===== config.mk =====
export PLATFORM = sky130hd
export DESIGN_NAME = his_peak_reader
export DESIGN_NICKNAME = d
export VERILOG_FILES = /design/src/rtl/his_peak_reader.sv
export SDC_FILE = /design/constraint.sdc
export NUM_CORES = 1
export LEC_CHECK = 0
export ABC_AREA = 1
export CAP_MARGIN = 10
export CORE_UTILIZATION = 40
export DETAILED_ROUTE_END_ITERATION = 16
export PLACE_DENSITY = 0.72
export SETUP_SLACK_MARGIN = 0.05
export SLEW_MARGIN = 30
export SYNTH_ARGS = -nofsm -noshare
export SYNTH_HDL_FRONTEND = slang
export SYNTH_SLANG_ARGS = --single-unit

===== constraint.sdc =====
create_clock -name clk -period 4.3 [get_ports clk]
set_input_delay 1.075 -clock clk [delete_from_list [all_inputs] [get_ports clk]]
set_output_delay 1.075 -clock clk [all_outputs]
set_load 0.01 [all_outputs]

===== src/rtl/his_peak_reader.sv =====
// his_peak_reader
// Histogram readout engine on the read side of the histogram bank RAM.
// Once a bank is complete, it sweeps every bin of that bank once. It tracks
// the maximum count and its bin index (the coarse ToF peak). It clears each
// bin after reading it, so the bank is empty for the next acquisition.
//
// Ports:
//   clk, res        - rising-edge clock, asynchronous active-low reset
//   start, hisNum   - start pulse and bank select, sampled together in IDLE
//   rdEn/rdBank/rdAddr, rdData
//                   - RAM read port; data returns one cycle after rdEn
//   clrEn/clrAddr   - write-zero strobe for the bin just returned
//   busy            - readout in progress
//   peakValid       - one-cycle pulse when peakBin/peakCount are final
//   peakBin/Count   - maximum count and lowest bin holding it
//   binValid/binReady/binAddr/binData
//                   - raw-bin stream port, only with HIS_STREAM_OUT_EN
//
// Optional feature macro: HIS_STREAM_OUT_EN
//   Adds the stream port, fed through a 2-entry buffer. When this macro is
//   defined, reads are throttled by back-pressure, and DONE waits until the
//   last bin has been accepted.
module his_peak_reader #(
  parameter int NB = 6,
  parameter int CW = 8
) (
  input  logic          clk,
  input  logic          res,
  input  logic          start,
  input  logic          hisNum,
  output logic          rdEn,
  output logic          rdBank,
  output logic [NB-1:0] rdAddr,
  input  logic [CW-1:0] rdData,
  output logic          clrEn,
  output logic [NB-1:0] clrAddr,
  output logic          busy,
  output logic          peakValid,
  output logic [NB-1:0] peakBin,
  output logic [CW-1:0] peakCount
`ifdef HIS_STREAM_OUT_EN
  ,
  output logic          binValid,
  input  logic          binReady,
  output logic [NB-1:0] binAddr,
  output logic [CW-1:0] binData
`endif
);

  typedef enum logic [1:0] {IDLE, READ, DRAIN, DONE} state_e;

  localparam logic [NB-1:0] LAST_ADDR = '1;

  state_e        state_q, state_d;
  logic          bank_q, bank_d;
  logic [NB-1:0] addr_q, addr_d;
  logic          clr_en_q, clr_en_d;
  logic [NB-1:0] clr_addr_q, clr_addr_d;
  logic          busy_q, busy_d;
  logic          peak_valid_q, peak_valid_d;
  logic [NB-1:0] peak_bin_q, peak_bin_d;
  logic [CW-1:0] peak_count_q, peak_count_d;

  logic          issue_ok;
  logic          sweep_done;
  logic          rd_en;

`ifdef HIS_STREAM_OUT_EN
  logic [1:0][NB-1:0] buf_addr_q, buf_addr_d;
  logic [1:0][CW-1:0] buf_data_q, buf_data_d;
  logic [1:0]         buf_cnt_q, buf_cnt_d;
  logic               buf_rd_q, buf_rd_d;
  logic               buf_wr_q, buf_wr_d;
  logic               buf_push;
  logic               buf_pop;
  logic               bin_valid;

  assign bin_valid = (buf_cnt_q != 2'd0);
  assign buf_pop   = bin_valid && binReady;
  // Every returned bin (marked by the clear strobe) enters the buffer.
  assign buf_push  = clr_en_q;

  // A read is allowed only if its data will have a slot when it arrives.
  // Occupancy is counted after this cycle's pop, so that with binReady held
  // high the engine sustains one bin per cycle. Reads are never issued while
  // the buffer is full, even if it is draining.
  assign issue_ok = (buf_cnt_q != 2'd2) &&
                    (({1'b0, buf_cnt_q} + 3'(clr_en_q)) < (3'd2 + 3'(buf_pop)));

  // The sweep is finished once nothing is in flight, and the buffer is empty
  // or is handing over its final entry this cycle.
  assign sweep_done = !clr_en_q &&
                      ((buf_cnt_q == 2'd0) || ((buf_cnt_q == 2'd1) && buf_pop));

  assign binValid = bin_valid;
  assign binAddr  = buf_addr_q[buf_rd_q];
  assign binData  = buf_data_q[buf_rd_q];

  // Two-entry ring buffer between RAM return and the stream port.
  always_comb begin
    buf_addr_d = buf_addr_q;
    buf_data_d = buf_data_q;
    buf_rd_d   = buf_rd_q;
    buf_wr_d   = buf_wr_q;
    if (buf_push) begin
      buf_addr_d[buf_wr_q] = clr_addr_q;
      buf_data_d[buf_wr_q] = rdData;
      buf_wr_d             = ~buf_wr_q;
    end
    if (buf_pop) begin
      buf_rd_d = ~buf_rd_q;
    end
    buf_cnt_d = buf_cnt_q + 2'(buf_push) - 2'(buf_pop);
  end

  always_ff @(posedge clk or negedge res) begin
    if (!res) begin
      buf_addr_q <= '0;
      buf_data_q <= '0;
      buf_cnt_q  <= '0;
      buf_rd_q   <= 1'b0;
      buf_wr_q   <= 1'b0;
    end else begin
      buf_addr_q <= buf_addr_d;
      buf_data_q <= buf_data_d;
      buf_cnt_q  <= buf_cnt_d;
      buf_rd_q   <= buf_rd_d;
      buf_wr_q   <= buf_wr_d;
    end
  end
`else
  // Without the stream port nothing throttles reads, and DRAIN lasts one cycle.
  assign issue_ok   = 1'b1;
  assign sweep_done = 1'b1;
`endif

  // The read strobe decodes straight from the state register. The address
  // is forced to zero when idle, so that it never aliases the clear address
  // of the bin returned in the DRAIN cycle.
  assign rd_en  = (state_q == READ) && issue_ok;
  assign rdEn   = rd_en;
  assign rdAddr = rd_en ? addr_q : '0;

  assign rdBank    = bank_q;
  assign clrEn     = clr_en_q;
  assign clrAddr   = clr_addr_q;
  assign busy      = busy_q;
  assign peakValid = peak_valid_q;
  assign peakBin   = peak_bin_q;
  assign peakCount = peak_count_q;

  // Next-state logic. The data-return path is independent of the FSM state:
  // the clear strobe for a bin is the delayed read strobe, and the peak
  // compare runs in that same cycle. A strict compare keeps the lowest bin
  // on ties.
  always_comb begin
    state_d      = state_q;
    bank_d       = bank_q;
    addr_d       = addr_q;
    busy_d       = busy_q;
    peak_valid_d = 1'b0;
    peak_bin_d   = peak_bin_q;
    peak_count_d = peak_count_q;
    clr_en_d     = rd_en;
    clr_addr_d   = rd_en ? addr_q : clr_addr_q;

    if (clr_en_q && (rdData > peak_count_q)) begin
      peak_count_d = rdData;
      peak_bin_d   = clr_addr_q;
    end

    case (state_q)
      IDLE: begin
        if (start) begin
          state_d      = READ;
          bank_d       = hisNum;
          addr_d       = '0;
          busy_d       = 1'b1;
          peak_bin_d   = '0;
          peak_count_d = '0;
        end
      end
      READ: begin
        // The address holds on a stalled cycle and never wraps.
        if (rd_en) begin
          if (addr_q == LAST_ADDR) begin
            state_d = DRAIN;
          end else begin
            addr_d = addr_q + NB'(1);
          end
        end
      end
      DRAIN: begin
        if (sweep_done) begin
          state_d      = DONE;
          busy_d       = 1'b0;
          peak_valid_d = 1'b1;
        end
      end
      DONE: begin
        state_d = IDLE;
      end
      default: begin
        state_d = IDLE;
      end
    endcase
  end

  // All sweep state is held here. An asynchronous reset abandons a sweep
  // in progress without producing a peakValid pulse.
  always_ff @(posedge clk or negedge res) begin
    if (!res) begin
      state_q      <= IDLE;
      bank_q       <= 1'b0;
      addr_q       <= '0;
      clr_en_q     <= 1'b0;
      clr_addr_q   <= '0;
      busy_q       <= 1'b0;
      peak_valid_q <= 1'b0;
      peak_bin_q   <= '0;
      peak_count_q <= '0;
    end else begin
      state_q      <= state_d;
      bank_q       <= bank_d;
      addr_q       <= addr_d;
      clr_en_q     <= clr_en_d;
      clr_addr_q   <= clr_addr_d;
      busy_q       <= busy_d;
      peak_valid_q <= peak_valid_d;
      peak_bin_q   <= peak_bin_d;
      peak_count_q <= peak_count_d;
    end
  end

endmodule


==> parameters.txt <==
Parameter                              Value

Route
  First-pass DRT Iterations    4
  Avg WL per Cell    roughly 11 µm
  Routed wire length    between 3000 and 4000 µm
  Vias after detailed routing    1502
  Count of nets left with antenna violations after detail routing    0
  Detailed router's first-iteration violation count    85
  Routed via count divided by cell count    about 4.7
  DRC    0

Synthesis
  Average cell area after synthesis    8.08 µm²
  Netlist cell types    27
  Syn_nets    between 200 and 250
  Top cell type by total area after synthesis    sky130_fd_sc_hd__dfrtp_1
  Cell count after synthesis    between 200 and 250
  Synth warn    0
  Dominant cells by area after synthesis    sky130_fd_sc_hd__dfrtp_1 44%, sky130_fd_sc_hd__nand2_1 11%, sky130_fd_sc_hd__ha_1 8.3%, sky130_fd_sc_hd__inv_1 8.1%, sky130_fd_sc_hd__nand3_1 4.7%
  Total of flip-flops plus latches after synthesis    32
  Share of the yosys chip area belonging to registers    44.3%
  Cell area after synthesis    1810 µm²
  Area share of the largest cell type after synthesis    between 40% and 50%

Worst setup path
  Worst Path Arrival    around 2.1 ns
  Crit Path Category    reg -> out
  Beginning of the critical path    state_q[1]
  Reg2reg setup slack    between 2 and 2.5 ns
  Category of the worst setup path capture point    primary output
  Length in cells of the worst reg-to-reg path    7
  Reg-to-reg critical path startpoint    state_q[1]
  Worst Path Required    around 3.2 ns
  CP Capture Point    rdAddr[2]
  Capture instance of the worst register-to-register path    addr_q[5]
  Peak fanout along the critical path    18
  Startpoint class of the critical path    register

Die
  Horiz. Die Dim    about 70 µm
  Number of ports placed on the die boundary    43
  Die Footprint    ~4800 µm²
  Initial standard-cell utilization of the core    roughly 42%
  Height of the die    between 60 and 70 µm
  Area of the core    about 4400 µm²
  Number of placement rows    24

Global routing
  Largest net degree at the start of global routing    33
  Grt ovf    0
  Number of antenna violations at the first check in global routing    0
  Global-route wire length before repair    6220 µm
  Via count of the first global-routing pass    1410
  Total global-route track usage    approximately 16%

Place
  Placed Cells incl. Taps    313
  Area after detailed placement    2250 µm²
  HPWL after detailed placement    roughly 2500 µm
  Weighted congestion at the end of routability-driven global placement    0.832
  IO buf count    42

STA
  Maximum clock frequency    0.312 GHz
  Worst max-slew margin expressed relative to the limit    49.3%
  Setup TNS after final layout    0 ns
  Post-route minimum period    ~3.2 ns
  Clock tree skew after final layout    between 0.006 and 0.007 ns
  Final cycle utilization of the critical path    74.5%
  Final setup fails    0
  Final Slew Violations    0
  Slew of the pin with the lowest slew margin    between 0.7 and 0.8 ns
  Endpoints failing hold    0
  Setup repair after global routing missed its margin    no

Cells and area
  Post-route design area    roughly 2300 µm²
  Top library cells by usage in the layout, fill and taps aside    55 x sky130_fd_sc_hd__nand2_1, 42 x sky130_fd_sc_hd__clkdlybuf4s50_1, 39 x sky130_fd_sc_hd__inv_1
  Post-layout net count    between 200 and 300
  Antenna diode count    0
  Commonest non-fill, non-tap cell in the layout    sky130_fd_sc_hd__nand2_1
  Final std cells w/o fill    about 320
  Area grow syn2layout    29.3%
  Share of layout cells above drive strength 1    just under 8%

Clock network
  # Post-CTS Setup Buffers    0
  Post-CTS Resized    0
  Depth of the CTS H-tree    2
  TritonCTS buffer count    5
  Maximum root-to-sink buffer count    2
  Clock transition at the registers of the reported paths    approximately 0.060 ns
  CTS Hold Buffers Added    0
  TritonCTS clock tree    yes
  Root buffer selected by CTS    sky130_fd_sc_hd__clkbuf_8
  Clock latency of the later-clocked register in the worst-skew pair    0.29 ns
  Count of clock tree sinks    32

Power and ir drop
  Leakage power summed over all cells    roughly 1.2 nW
  Power Dens Cells    between 600 and 700 nW/µm²
  Peak ir drop on the vdd network    between 0.3 and 0.4 mV

Run
  Max cap viols    0

Hold path
  Path type of the worst min-delay path    reg -> reg

Outcome
  Status    finished clean
worst max-delay path, cell delays in order, from the launching register on:
cell	delay, ns
sky130_fd_sc_hd__dfrtp_1	0.38
sky130_fd_sc_hd__inv_1	0.10
sky130_fd_sc_hd__ha_1	0.56
sky130_fd_sc_hd__nand2_1	0.18
sky130_fd_sc_hd__inv_1	0.09
sky130_fd_sc_hd__clkdlybuf4s50_1	0.53
synthesized netlist by cell type:
library cell and instances:
sky130_fd_sc_hd__a21boi_4 1, sky130_fd_sc_hd__a21o_1 1, sky130_fd_sc_hd__a21oi_1 14, sky130_fd_sc_hd__a21oi_2 4
sky130_fd_sc_hd__a21oi_4 1, sky130_fd_sc_hd__a31o_2 1, sky130_fd_sc_hd__buf_2 1, sky130_fd_sc_hd__buf_6 4
sky130_fd_sc_hd__clkbuf_1 1, sky130_fd_sc_hd__clkinv_1 1, sky130_fd_sc_hd__dfrtp_1 32, sky130_fd_sc_hd__ha_1 12
sky130_fd_sc_hd__inv_1 39, sky130_fd_sc_hd__inv_2 1, sky130_fd_sc_hd__nand2_1 55, sky130_fd_sc_hd__nand2_2 1
sky130_fd_sc_hd__nand2_4 1, sky130_fd_sc_hd__nand3_1 17, sky130_fd_sc_hd__nand4_1 1, sky130_fd_sc_hd__nor2_1 20
sky130_fd_sc_hd__nor2_2 2, sky130_fd_sc_hd__nor2_4 1, sky130_fd_sc_hd__nor3_1 1, sky130_fd_sc_hd__o21ai_0 8
sky130_fd_sc_hd__o21ai_2 1, sky130_fd_sc_hd__xnor2_1 1, sky130_fd_sc_hd__xor2_1 2
how the worst min path moves through the flow:
stage / from / endpoint / slack [ns] / cells past startpoint
global route: rdBank / rdBank / 0.52 / 2
detailed placement: rdBank / rdBank / 0.47 / 2
global placement: rdBank / rdBank / 0.47 / 2
CTS: rdBank / rdBank / 0.49 / 2
finish: rdBank / rdBank / 0.48 / 2
floorplan: addr_q[1] / addr_q[1] / 0.50 / 2
metal layers:
metal / vias up / part of all wire (%) / track usage [%]
met3: 6 / 4.9 / 5.09
met1: 678 / 49 / 21.7
li1: 783 / - / -
met5: - / 0 / 0
met4: 0 / 1.5 / 6.12
met2: 35 / 45 / 25.5
flip-flops by register name, indices dropped and copies added, names as in the netlist:
name / count
peakValid: 1
peakBin: 6
clrEn: 1
clrAddr: 6
rdBank: 1
addr_q: 6
state_q: 2
busy: 1
peakCount: 8
metrics by stage:
step / util [%] / hold slack (ns) / power, mW / setup WS (ns)
after floorplan: - / 0.496 / 1.03 / 1.99
after global placement: 51.6 / 0.469 / 1.27 / 1.28
after detailed placement: 51.6 / 0.468 / 1.29 / 1.25
after CTS: 53.7 / 0.486 / 1.53 / 1.09
after global routing: 53.7 / 0.521 / 1.65 / 0.927
final: 53.7 / 0.484 / 1.51 / 1.10
cell families (layout without fill, tap and decap cells):
group / Yosys count / in the layout / share of synthesized area, %
XOR/XNOR: 3 / 3 / 1.45
buffers and inverters: 47 / 92 / 11.5
AO/OA/AOI/OAI: 31 / 31 / 11.3
flip-flops: 32 / 32 / 44.3
adder cells (fa/ha/maj): 12 / 12 / 8.30
AND/OR/NAND/NOR: 99 / 99 / 23.2
where the power goes:
part	leakage, nW	internal, mW	total (mW)	switching, mW
Combinational	0.767	0.352	0.799	0.447
Sequential	0.415	0.408	0.477	0.0696
Clock	0.0455	0.130	0.236	0.105
Total	1.23	0.890	1.51	0.622
layout make-up:
type | instances | area, µm²
multi-input combinational | 145 | 801
timing repair buffer | 43 | 428
inverter | 41 | 154
tap | 52 | 65.1
fill | 445 | 2020
sequential | 32 | 801
clock buffer | 8 | 90.1
Power figures use the tool's default switching activity.
